===== config.mk =====
export PLATFORM = sky130hd
export DESIGN_NAME = lsu_ctrl
export DESIGN_NICKNAME = d
export VERILOG_FILES = /design/src/rtl/riscv_pkg.sv /design/src/rtl/load_formatter.sv /design/src/rtl/lsu_ctrl.sv
export SDC_FILE = /design/constraint.sdc
export NUM_CORES = 1
export LEC_CHECK = 0
export BUFFER_PORTS_ARGS = -buffer_cell sky130_fd_sc_hd__buf_2
export CAP_MARGIN = 15
export CORE_MARGIN = 3
export CORE_UTILIZATION = 35
export DETAILED_ROUTE_END_ITERATION = 6
export GPL_TIMING_DRIVEN = 0
export SLEW_MARGIN = 10
export SYNTH_ARGS = -nofsm -noshare
export SYNTH_HDL_FRONTEND = slang
export SYNTH_SLANG_ARGS = --single-unit
export TNS_END_PERCENT = 5

===== constraint.sdc =====
create_clock -name clk -period 2.4 [get_ports clk]
set_input_delay 0.48 -clock clk [delete_from_list [all_inputs] [get_ports clk]]
set_output_delay 0.48 -clock clk [all_outputs]
set_load 0.005 [all_outputs]

===== src/rtl/riscv_pkg.sv =====
// Shared decoder constants and load/store helper functions.
// Used by the decoder, the LSU controller and its load formatter.
package riscv_pkg;

    localparam logic [4:0] MEMOFF     = 5'b00000;
    localparam logic [4:0] LBYTE      = 5'b00001;
    localparam logic [4:0] LHALFWORD  = 5'b00010;
    localparam logic [4:0] LWORD      = 5'b00011;
    localparam logic [4:0] LBYTEU     = 5'b00100;
    localparam logic [4:0] LHALFWORDU = 5'b00101;
    localparam logic [4:0] SBYTE      = 5'b10110;
    localparam logic [4:0] SHALFWORD  = 5'b10111;
    localparam logic [4:0] SWORD      = 5'b11000;

    localparam logic [3:0] ALU_ADD  = 4'd0;
    localparam logic [3:0] ALU_SUB  = 4'd1;
    localparam logic [3:0] ALU_AND  = 4'd2;
    localparam logic [3:0] ALU_OR   = 4'd3;
    localparam logic [3:0] ALU_XOR  = 4'd4;
    localparam logic [3:0] ALU_SLL  = 4'd5;
    localparam logic [3:0] ALU_SRL  = 4'd6;
    localparam logic [3:0] ALU_SRA  = 4'd7;
    localparam logic [3:0] ALU_SLT  = 4'd8;
    localparam logic [3:0] ALU_SLTU = 4'd9;

    localparam logic [2:0] BR_EQ  = 3'd0;
    localparam logic [2:0] BR_NE  = 3'd1;
    localparam logic [2:0] BR_LT  = 3'd4;
    localparam logic [2:0] BR_GE  = 3'd5;
    localparam logic [2:0] BR_LTU = 3'd6;
    localparam logic [2:0] BR_GEU = 3'd7;

    typedef enum logic [1:0] {
        IDLE = 2'd0,
        WAIT = 2'd1,
        DONE = 2'd2
    } lsu_state_t;

    function automatic logic is_legal_op(input logic [4:0] op);
        logic legal;
        case (op)
            LBYTE, LHALFWORD, LWORD, LBYTEU, LHALFWORDU,
            SBYTE, SHALFWORD, SWORD: legal = 1'b1;
            default:                 legal = 1'b0;
        endcase
        return legal;
    endfunction

    function automatic logic is_store_op(input logic [4:0] op);
        return (op == SBYTE) || (op == SHALFWORD) || (op == SWORD);
    endfunction

    // Byte accesses can never be misaligned, so they fall into the default.
    function automatic logic is_aligned(input logic [4:0] op, input logic [1:0] lo);
        logic ok;
        case (op)
            LHALFWORD, LHALFWORDU, SHALFWORD: ok = (lo[0] == 1'b0);
            LWORD, SWORD:                     ok = (lo == 2'b00);
            default:                          ok = 1'b1;
        endcase
        return ok;
    endfunction

    function automatic logic [3:0] byte_enables(input logic [4:0] op, input logic [1:0] lo);
        logic [3:0] be;
        case (op)
            LBYTE, LBYTEU, SBYTE:             be = 4'b0001 << lo;
            LHALFWORD, LHALFWORDU, SHALFWORD: be = lo[1] ? 4'b1100 : 4'b0011;
            LWORD, SWORD:                     be = 4'b1111;
            default:                          be = 4'b0000;
        endcase
        return be;
    endfunction

    function automatic logic [31:0] replicate_store(input logic [4:0] op, input logic [31:0] data);
        logic [31:0] rep;
        case (op)
            SBYTE:     rep = {4{data[7:0]}};
            SHALFWORD: rep = {2{data[15:0]}};
            default:   rep = data;
        endcase
        return rep;
    endfunction

endpackage


===== src/rtl/load_formatter.sv =====
// Selects the addressed byte/halfword lane of a bus read word and
// sign- or zero-extends it to 32 bits.
module load_formatter
    import riscv_pkg::*;
(
    input  logic [4:0]  op_i,
    input  logic [1:0]  addr_i,
    input  logic [31:0] rdata_i,
    output logic [31:0] result_o
);

    logic [7:0]  byteLane;
    logic [15:0] halfLane;

    always_comb begin
        byteLane = rdata_i[7:0];
        case (addr_i)
            2'd0:    byteLane = rdata_i[7:0];
            2'd1:    byteLane = rdata_i[15:8];
            2'd2:    byteLane = rdata_i[23:16];
            default: byteLane = rdata_i[31:24];
        endcase
        halfLane = addr_i[1] ? rdata_i[31:16] : rdata_i[15:0];
    end

    always_comb begin
        result_o = rdata_i;
        case (op_i)
            LBYTE:      result_o = {{24{byteLane[7]}}, byteLane};
            LBYTEU:     result_o = {24'd0, byteLane};
            LHALFWORD:  result_o = {{16{halfLane[15]}}, halfLane};
            LHALFWORDU: result_o = {16'd0, halfLane};
            default:    result_o = rdata_i;
        endcase
    end

endmodule


===== src/rtl/lsu_ctrl.sv =====
// Load/store unit controller: turns mem_op into a req/ack bus transaction,
// formats load data and stalls the pipeline while the access is outstanding.
module lsu_ctrl
    import riscv_pkg::*;
#(
    parameter int TIMEOUT_CYCLES = 255,
    parameter int TO_W           = $clog2(TIMEOUT_CYCLES + 1)
) (
    input  logic        clk,
    input  logic        rst,
    input  logic        lsu_valid,
    input  logic [4:0]  mem_op,
    input  logic [31:0] addr,
    input  logic [31:0] wdata,
    output logic        bus_req,
    output logic        bus_we,
    output logic [3:0]  bus_be,
    output logic [31:0] bus_addr,
    output logic [31:0] bus_wdata,
    input  logic [31:0] bus_rdata,
    input  logic        bus_ack,
    output logic [31:0] ld_data,
    output logic        lsu_done,
    output logic        stall,
    output logic        misalign,
    output logic        bus_err
);

    lsu_state_t state_q, state_d;

    logic [TO_W-1:0] cnt_q, cnt_d;
    logic            busReq_q, busReq_d;
    logic            busWe_q, busWe_d;
    logic [3:0]      busBe_q, busBe_d;
    logic [31:0]     busAddr_q, busAddr_d;
    logic [31:0]     busWdata_q, busWdata_d;
    logic [4:0]      op_q, op_d;
    logic [1:0]      addrLo_q, addrLo_d;
    logic [31:0]     ldData_q, ldData_d;
    logic            lsuDone_q, lsuDone_d;
    logic            misalign_q, misalign_d;
    logic            busErr_q, busErr_d;

    logic        inIdle;
    logic        legalOp;
    logic        alignedOp;
    logic        start;
    logic        misalignReq;
    logic        timeout;
    logic [31:0] fmtResult;

    assign inIdle      = (state_q == IDLE);
    assign legalOp     = is_legal_op(mem_op);
    assign alignedOp   = is_aligned(mem_op, addr[1:0]);
    assign start       = inIdle & lsu_valid & legalOp & alignedOp;
    assign misalignReq = inIdle & lsu_valid & legalOp & ~alignedOp;
    assign timeout     = (cnt_q == TO_W'(TIMEOUT_CYCLES - 1));

    load_formatter u_load_formatter (
        .op_i     (op_q),
        .addr_i   (addrLo_q),
        .rdata_i  (bus_rdata),
        .result_o (fmtResult)
    );

    always_ff @(posedge clk) begin
        if (rst) begin
            state_q <= IDLE;
        end else begin
            state_q <= state_d;
        end
    end

    // An ack in the final WAIT cycle takes priority over the timeout.
    always_comb begin
        state_d = state_q;
        case (state_q)
            IDLE:    if (start) state_d = WAIT;
            WAIT:    if (bus_ack || timeout) state_d = DONE;
            DONE:    state_d = IDLE;
            default: state_d = IDLE;
        endcase
    end

    always_comb begin
        cnt_d      = cnt_q;
        busReq_d   = busReq_q;
        busWe_d    = busWe_q;
        busBe_d    = busBe_q;
        busAddr_d  = busAddr_q;
        busWdata_d = busWdata_q;
        op_d       = op_q;
        addrLo_d   = addrLo_q;
        ldData_d   = ldData_q;
        lsuDone_d  = 1'b0;
        misalign_d = 1'b0;
        busErr_d   = 1'b0;
        stall      = 1'b0;
        case (state_q)
            IDLE: begin
                misalign_d = misalignReq;
                if (start) begin
                    stall      = 1'b1;
                    busReq_d   = 1'b1;
                    busWe_d    = is_store_op(mem_op);
                    busBe_d    = byte_enables(mem_op, addr[1:0]);
                    busAddr_d  = {addr[31:2], 2'b00};
                    busWdata_d = replicate_store(mem_op, wdata);
                    op_d       = mem_op;
                    addrLo_d   = addr[1:0];
                end
            end
            WAIT: begin
                stall = 1'b1;
                cnt_d = cnt_q + TO_W'(1);
                if (bus_ack) begin
                    busReq_d  = 1'b0;
                    lsuDone_d = 1'b1;
                    if (!busWe_q) ldData_d = fmtResult;
                end else if (timeout) begin
                    busReq_d  = 1'b0;
                    lsuDone_d = 1'b1;
                    busErr_d  = 1'b1;
                    ldData_d  = 32'd0;
                end
            end
            DONE: begin
                cnt_d = '0;
            end
            default: begin
                cnt_d = '0;
            end
        endcase
    end

    always_ff @(posedge clk) begin
        if (rst) begin
            cnt_q      <= '0;
            busReq_q   <= 1'b0;
            busWe_q    <= 1'b0;
            busBe_q    <= 4'd0;
            busAddr_q  <= 32'd0;
            busWdata_q <= 32'd0;
            op_q       <= MEMOFF;
            addrLo_q   <= 2'd0;
            ldData_q   <= 32'd0;
            lsuDone_q  <= 1'b0;
            misalign_q <= 1'b0;
            busErr_q   <= 1'b0;
        end else begin
            cnt_q      <= cnt_d;
            busReq_q   <= busReq_d;
            busWe_q    <= busWe_d;
            busBe_q    <= busBe_d;
            busAddr_q  <= busAddr_d;
            busWdata_q <= busWdata_d;
            op_q       <= op_d;
            addrLo_q   <= addrLo_d;
            ldData_q   <= ldData_d;
            lsuDone_q  <= lsuDone_d;
            misalign_q <= misalign_d;
            busErr_q   <= busErr_d;
        end
    end

    assign bus_req   = busReq_q;
    assign bus_we    = busWe_q;
    assign bus_be    = busBe_q;
    assign bus_addr  = busAddr_q;
    assign bus_wdata = busWdata_q;
    assign ld_data   = ldData_q;
    assign lsu_done  = lsuDone_q;
    assign misalign  = misalign_q;
    assign bus_err   = busErr_q;

endmodule


==> flow_summary.toml, run 1 <==
[timing]
setup_tns_ps = 0
tightest_slew_ps = 1060
max_freq_ghz = 0.424
timing.hold.ws_ps = 293
fin_crit_sh_pct = 98.3
setup_viol_count_final = 0
slew-limit-headroom_pct = 28.6
clock_skew_ps = 6.12
finalCriticalPeriod_ps = 2360
worst_slack_ps = 40.3
drv_slew = 0
rsz0062_at_grt = "yes"
finalHoldViolCount = 0

[critical_path]
crit_arrival_ps = 1880
cp_common_cell = "buf_2"
critPathCaptureType = "output port"
cp_max_fo = 10
crit_family = "buffers and inverters"
crit_buf_inv = 4
crit_chain = "buf_2 -> buf_2 -> nor2_1 -> nor4_4 -> o31a_1 -> buf_12 -> a21oi_2 -> nor2_1 -> buf_2"
crit_path_max_incr_delay_ps = 350
cp_slowest_cell = "o31a_1"
required_ps = 1920
critPathKind = "input pin to output port"
cp-start-kind = "input pin"

[logic_synthesis]
netlist_top_cells_count = "dfxtp_1 (120), a21oi_1 (77), o21ai_0 (67)"
synth_edf_count = 0
synth.top_cell.area_share_pct = 41.9
synth-seq-area-share_pct = 41.9
ys_ff_latch = 120
syn_area_per_cell_um2 = 8.91
yosys.cell_count.top_type = "dfxtp_1"
synth_area_leaders = "dfxtp_1 (42%), a21oi_1 (6.7%), o21ai_0 (5.9%)"
ys_warn_count = 0
yosysUniqueCellTypes = 70
yosysTopAreaCell = "dfxtp_1"
async_flop_share_pct = 0
syn_inst = 643
synthFlopType = "dfxtp_1"
mappedNetlistArea_mm2 = 0.00573

[routing]
ant_nets = 0
vias = 5805
avgViaCountPerCell = 5.25
drt_iter0_markers = 339
drc_errors = 0
drtPass1Iterations = 5
wl_per_cell_um = 16.9
wl_mm = 18.7

[clock_network]
cts_root_buf = "clkbuf_16"
htree_levels = 4
hold_buffers = 0
cts.clk_slew.worst_paths_ps = 60
clk_latency_ps = 420
cts_buffers = 17
clkSinkCount = 120
clockBufferDepth = 2
cts_tree = "yes"

[floorplanning]
coreArea_mm2 = 0.0159
dieHeight_um = 134
ios = 211
die_area_mm2 = 0.0179
fp.dieW_um = 134
rows = 46
initial_core_util_pct = 35.9

[power_and_ir_drop]
p_total_mw = 5.54
peakVddDrop_uv = 476
p_leak_nw = 3.28
power_density_mw_per_mm2 = 707

[placement]
portBuffers = 208
place_ws_ps = -605
place_congestion = 0.824
hpwl_mm = 13.8

[grt]
grt_max_degree = 20
grt_pass1_vias = 5569
antenna_found_initial = 1
grt_pass1_wl_mm = 29.7
grt.overflow.total = 0
track_usage_pct = 20.7

[final_layout]
drive_gt1_share_pct = 37.2
n_fill_cell = 1587
nets = 983
area_growth_pct = 36.9

[run]
maxCapViolations = 0

[outcome]
status = "finished, final reports clean"

[min_path]
hp-class = "input pin to register"
[sequential cells by signal (all words and copies together) (netlist names)]
| signal | flops |
|---|---|
| op_q | 5 |
| lsu_done | 1 |
| bus_err | 1 |
| ld_data | 32 |
| bus_req | 1 |
| bus_addr | 30 |
| state_q | 2 |
| bus_we | 1 |
| misalign | 1 |
| cnt_q | 8 |
| addrLo_q | 2 |
| bus_be | 4 |
| bus_wdata | 32 |
[where the power goes]
| part | switching (mW) | internal [mW] | total [mW] |
|---|---|---|---|
| clock network | 0.945 | 1.79 | 2.73 |
| logic | 0.404 | 0.306 | 0.710 |
| registers | 0.0380 | 2.06 | 2.10 |
| total | 1.39 | 4.16 | 5.54 |
[layout make-up]
cell class / instances / area (um^2) / area share (%)
inverter: 4 / 16.3 / 0.207
multi-input combinational: 459 / 3090 / 39.4
buffer: 58 / 313 / 3.99
clock inverter: 12 / 174 / 2.22
sequential: 120 / 2400 / 30.6
tap: 216 / 270 / 3.45
clock buffer: 20 / 457 / 5.83
timing repair buffer: 216 / 1120 / 14.3
antenna: 1 / 2.50 / 0.0319
[logic make-up after synthesis]
family                     share of synthesized area (%)
buffers and inverters                               5.50
DFF                                                 41.9
adders and majority gates                          0.437
muxes                                               6.49
other                                             0.0655
xor gates and xnor gates                            1.22
AOI/OAI and AO/OA                                   27.5
and+or+nand+nor                                     16.8
[placed cells by master (no fill, tap or decap), drive strengths merged, types with 4 or more instances in the layout]
master / n
bufinv: 4
xor2: 6
mux4: 8
a22oi: 13
clkinvlp: 4
dfxtp: 120
or4: 8
nand2: 22
o2bb2ai: 16
a311oi: 8
or2: 9
clkinv: 6
nor3: 5
a32o: 7
buf: 243
a21oi: 77
a221o: 9
mux2i: 18
a211oi: 10
nand3: 52
nor2: 58
clkbuf: 51
o21ai: 77
[through the flow]
step	instance area, um^2	std cells	utilization (%)
3_5_place_dp	7040	1068	44.2
6_report	7840	1106	49.2
5_1_grt	7840	1106	49.2
2_1_floorplan	5730	644	-
4_1_cts	7780	1104	48.8
3_3_place_gp	7040	1068	44.2
[worst reg2reg max path, delay by kind of cell (launching register included)]
kind | cells | cell delay [ps]
buffers and inverters | 2 | 590
flip-flops | 1 | 370
AO/OA/AOI/OAI | 2 | 960
AND/OR/NAND/NOR | 1 | 240
[routing by layer]
layer	GRT usage, %	share of wire, %	up-vias
li1	-	-	2859
met1	27.0	45	2723
met2	32.5	46	200
met3	7.01	7.5	23
met4	6.51	1.5	0
met5	0	0	-
[path summary, 6_finish.rpt]
kind | slack [ps] | startpoint | cells past startpoint | to
max reg2reg | 130 | addrLo_q[1]$_SDFFE_PP0P_ | 5 | ld_data[0]$_SDFFE_PP0P_
max | 40 | mem_op[0] | 9 | stall
min | 290 | bus_rdata[2] | 2 | ld_data[2]$_SDFFE_PP0P_
min reg2reg | 460 | bus_wdata[31]$_SDFFE_PP0P_ | 2 | bus_wdata[31]$_SDFFE_PP0P_
[what timing repair did]
action / in CTS / in global routing
buffers inserted: 5 / 3
gates cloned: 0 / 0
pin swaps: 6 / 6
resized for setup: 19 / 15
setup endpoints to repair: 9 / 1
No activity file was read; power rests on OpenSTA's default activity.
==> run 2: changes to the inputs <==
- PLACE_DENSITY_LB_ADDON: not set -> 0.12
==> flow_summary.toml, run 2 (same netlist as run 1, synthesis figures left out) <==
[outcome]
status = "finished, final reports clean"

[timing]
tightest_slew_ps = 1100
slew-limit-headroom_pct = 25.9
setup_viol_count_final = 0
max_freq_ghz = 0.425
finalHoldViolCount = 0
fin_crit_sh_pct = 98.1
clock_skew_ps = 8.30
finalCriticalPeriod_ps = 2350
timing.hold.ws_ps = 310
drv_slew = 0

[critical_path]
crit_buf_inv = 4
critPathKind = "input pin to output port"
cp_slowest_cell = "o31a_1"
cp-start-kind = "input pin"
required_ps = 1920
r2r-start = "cnt_q[0]$_SDFFE_PP0P_"
timing.rr.end = "ld_data[2]$_SDFFE_PP0P_"
crit_chain = "buf_2 -> buf_8 -> xor2_2 -> nor3b_2 -> o31a_1 -> buf_8 -> a21oi_2 -> nor2_1 -> buf_2"
reg2regPathDepth = 8
r2r_setup_slack_ps = 150
crit_family = "buffers and inverters"
cp_max_fo = 7
crit_path_max_incr_delay_ps = 270
critPathCaptureType = "output port"
worstSetupPathDepth = 9
crit_arrival_ps = 1870

[clock_network]
hold_buffers = 0
cts_buffers = 17
clockBufferDepth = 2
htree_levels = 4
cts.clk_slew.worst_paths_ps = 60
cts_root_buf = "clkbuf_16"
clk_latency_ps = 410
cts_tree = "yes"
clkSinkCount = 120

[run]
maxCapViolations = 0

[min_path]
hp-start = "bus_rdata[5]"
worstHoldPathCells = 2
hp-class = "input pin to register"
hold_path_end = "ld_data[5]$_SDFFE_PP0P_"

[power_and_ir_drop]
p_sw_share_pct = 23.6
power.internal_mw = 4.30
seq_power_share_pct = 37.4
p_leak_nw = 3.36
peakVddDrop_uv = 481
pwr-share-clk_pct = 49.6
combPwrFrac_pct = 13.0
power_density_mw_per_mm2 = 707
switchingPower_mw = 1.33

[final_layout]
n_fill_cell = 1535
fin_util_pct = 50.0
nets = 995
drive_gt1_share_pct = 37.8
area_growth_pct = 39.1
final_common_cell = "buf_2"
mostFrequentLayoutCells = "buf_2 (222), dfxtp_1 (120), a21oi_1 (76), o21ai_0 (67), nor2_1 (56)"

[routing]
wl_mm = 19.5
drtPass1Iterations = 5
ant_nets = 0
vias = 5986
avgViaCountPerCell = 5.36
drt_iter0_markers = 276
wl_per_cell_um = 17.5
drc_errors = 0

[grt]
antenna_found_initial = 1
grt_pass1_vias = 5636
grt_pass1_wl_mm = 30.1
track_usage_pct = 20.9
grt_max_degree = 20
grt.overflow.total = 0

[floorplanning]
fp.dieW_um = 134
initial_core_util_pct = 35.9
coreArea_mm2 = 0.0159
rows = 46
dieHeight_um = 134
die_area_mm2 = 0.0179
ios = 211

[placement]
hpwl_mm = 14.4
place_congestion = 0.877
portBuffers = 208
run 2: changes by cell type in the layout (fill, tap and decap cells not counted), sizes merged:
cell      delta
clkinvlp     -3
clkbuf       +3
buf         +12
clkinv       -2
bufinv       +1
run 2: how the worst max path moves through the flow:
stage / start / to
floorplan: mem_op[4] / stall
global placement: mem_op[3] / stall
detailed placement: mem_op[3] / stall
CTS: mem_op[1] / stall
global route: mem_op[2] / stall
finish: mem_op[2] / stall
run 2: metal layers:
metal	part of all wire [%]	wire length, um	GRT usage, %
met5	0	0	0
met4	1.2	238	6.23
met3	7.5	1460	6.04
met2	50	9660	34.7
met1	42	8150	26.4
run 2: per-stage QoR:
| stage | instances | total power, mW | setup TNS (ps) | worst slack (ps) | cell area (um^2) |
|---|---|---|---|---|---|
| 2_1_floorplan | 644 | 2.53 | 0 | 14.6 | 5730 |
| 3_3_place_gp | 1068 | 2.81 | -1980 | -512 | 7040 |
| 3_5_place_dp | 1068 | 2.82 | -4480 | -536 | 7040 |
| 4_1_cts | 1100 | 5.65 | -107 | -107 | 7730 |
| 5_1_grt | 1117 | 5.86 | -43.4 | -43.4 | 7970 |
| 6_report | 1117 | 5.63 | 0 | 45.6 | 7970 |
run 2: timing repair:
item | 4_1_cts | 5_1_grt
buffers inserted | 3 | 17
resized for setup | 7 | 28
endpoints found under the setup margin | 9 | 1
pin swaps | 2 | 10
run 2: power groups by stage:
stage          Clock [mW]  Combinational (mW)  Sequential [mW]
2_1_floorplan           0               0.381             2.15
3_3_place_gp            0               0.663             2.14
3_5_place_dp            0               0.678             2.15
6_report             2.79               0.733             2.11
5_1_grt              2.95               0.801             2.11
4_1_cts              2.85               0.687             2.10
run 2: cell type report:
cell class              count  area [um^2]  area share [%]
multi-input cells         459         3120            39.1
flip-flops and latches    120         2400            30.2
repair buffers            228         1190            15.0
clock buffers              23          478            6.00
plain buffers              58          322            4.04
well taps                 216          270            3.39
clock inverters             8          168            2.10
inverters                   4         15.0           0.189
diodes                      1         2.50          0.0314
==> run 3: changes to the inputs <==
- RECOVER_POWER: not set -> 25
==> flow_summary.toml, run 3 (same netlist as run 1, synthesis figures left out) <==
[critical_path]
crit_chain = "buf_2 -> buf_8 -> xor2_2 -> nor3b_2 -> o31a_1 -> buf_8 -> a21oi_2 -> nor2_1 -> buf_2"
required_ps = 1920
crit_path_max_incr_delay_ps = 270
cp_max_fo = 7
cp-start-kind = "input pin"
crit_arrival_ps = 1870
r2r-start = "op_q[3]$_SDFFE_PP0P_"
critPathCaptureType = "output port"
cp_slowest_cell = "o31a_1"
critPathKind = "input pin to output port"
r2r_setup_slack_ps = 170
timing.rr.end = "ld_data[0]$_SDFFE_PP0P_"
reg2regPathDepth = 4

[clock_network]
cts_root_buf = "clkbuf_16"
htree_levels = 4
cts_buffers = 17
clkSinkCount = 120
clk_latency_ps = 410
hold_buffers = 0
cts.clk_slew.worst_paths_ps = 60
cts_tree = "yes"
clockBufferDepth = 2

[grt]
track_usage_pct = 20.9
grt_max_degree = 20
antenna_found_initial = 1
grt_pass1_vias = 5636
grt_pass1_wl_mm = 30.1
grt.overflow.total = 0

[power_and_ir_drop]
power_density_mw_per_mm2 = 711
p_leak_nw = 3.22
peakVddDrop_uv = 482

[timing]
finalCriticalPeriod_ps = 2350
finalHoldViolCount = 0
fin_crit_sh_pct = 98.1
setup_viol_count_final = 0
clock_skew_ps = 8.03
drv_slew = 0
max_freq_ghz = 0.425
slew-limit-headroom_pct = 25.1
tightest_slew_ps = 1110

[min_path]
hp-class = "input pin to register"
hold_path_end = "ld_data[5]$_SDFFE_PP0P_"
worstHoldPathCells = 2
hp-start = "bus_rdata[5]"

[final_layout]
mostFrequentLayoutCells = "buf_2 (191), dfxtp_1 (120), a21oi_1 (76), o21ai_0 (67), clkbuf_1 (60)"
stdcell_area_mm2 = 0.00793
n_fill_cell = 1557
area_growth_pct = 38.4
nets = 995
final_common_cell = "buf_2"
drive_gt1_share_pct = 34.3
instances_no_fill = 1117

[floorplanning]
coreArea_mm2 = 0.0159
rows = 46
ios = 211
fp.dieW_um = 134
dieHeight_um = 134
die_area_mm2 = 0.0179
initial_core_util_pct = 35.9

[routing]
avgViaCountPerCell = 5.33
wl_per_cell_um = 17.4
ant_nets = 0
drc_errors = 0
drt_iter0_markers = 295
vias = 5952
drtPass1Iterations = 5
wl_mm = 19.5

[placement]
placed_cells = 1068
portBuffers = 208
place_area_mm2 = 0.00704
hpwl_mm = 14.4
place_congestion = 0.877

[run]
maxCapViolations = 0

[outcome]
status = "finished, final reports clean"
==> run 3: changes by cell type in the layout (fill, tap and decap cells not counted), sizes merged <==
cell    previous run  this run
buf              255       225
clkbuf            54        84
==> run 3: worst max path at each step <==
stage / to / start / slack, ps / cells past startpoint
5_1_grt: stall / mem_op[2] / -40 / 9
3_5_place_dp: stall / mem_op[3] / -540 / 9
4_1_cts: stall / mem_op[1] / -110 / 8
6_report: stall / mem_op[2] / 50 / 9
3_3_place_gp: stall / mem_op[3] / -510 / 9
2_1_floorplan: stall / mem_op[4] / 10 / 8
==> run 3: metrics by stage <==
| stage | utilization (%) | setup WS (ps) | hold WS, ps | TNS [ps] | total power [mW] |
|---|---|---|---|---|---|
| final | 49.7 | 45.3 | 309 | 0 | 5.63 |
| after global routing | 49.7 | -43.4 | 305 | -43.4 | 5.85 |
| after CTS | 48.5 | -107 | 289 | -107 | 5.65 |
| after global placement | 44.2 | -512 | 443 | -1980 | 2.81 |
| after detailed placement | 44.2 | -536 | 443 | -4480 | 2.82 |
| after floorplan | - | 14.6 | 445 | 0 | 2.53 |
==> run 3: report_power, final <==
| group | internal [mW] | total, mW | leakage (nW) | switching [mW] |
|---|---|---|---|---|
| clock | 1.92 | 2.80 | 0.313 | 0.882 |
| combinational | 0.314 | 0.728 | 1.94 | 0.413 |
| sequential | 2.07 | 2.11 | 0.972 | 0.0407 |
==> run 3: metal layers <==
layer / wire length, um / up-vias / global-route usage [%] / part of all wire [%]
met4: 238 / 0 / 6.23 / 1.2
li1: - / 2883 / - / -
met1: 8250 / 2836 / 26.4 / 42
met3: 1350 / 21 / 6.04 / 6.9
met2: 9650 / 212 / 34.7 / 50
met5: 0 / - / 0 / 0
==> run 3: repair_timing <==
action,4_1_cts,5_1_grt
buffers inserted,3,17
cloned,0,0
endpoints found under the setup margin,9,1
resized for setup,7,28
pin swaps,2,10
==> run 3: worst max-delay path, delay by kind of cell <==
family | cells | cell delay [ps]
xor gates and xnor gates | 1 | 170
and+or+nand+nor | 2 | 340
buffers and inverters | 4 | 560
AOI/OAI and AO/OA | 2 | 330
==> run 3: layout make-up <==
| class | instances | area (um^2) | share of cell area (%) |
|---|---|---|---|
| antenna | 1 | 2.50 | 0.0316 |
| buffer | 58 | 322 | 4.06 |
| clock buffer | 23 | 478 | 6.03 |
| clock inverter | 8 | 168 | 2.12 |
| inverter | 4 | 15.0 | 0.189 |
| multi-input combinational | 459 | 3120 | 39.3 |
| sequential | 120 | 2400 | 30.3 |
| tap | 216 | 270 | 3.41 |
| timing repair buffer | 228 | 1150 | 14.5 |
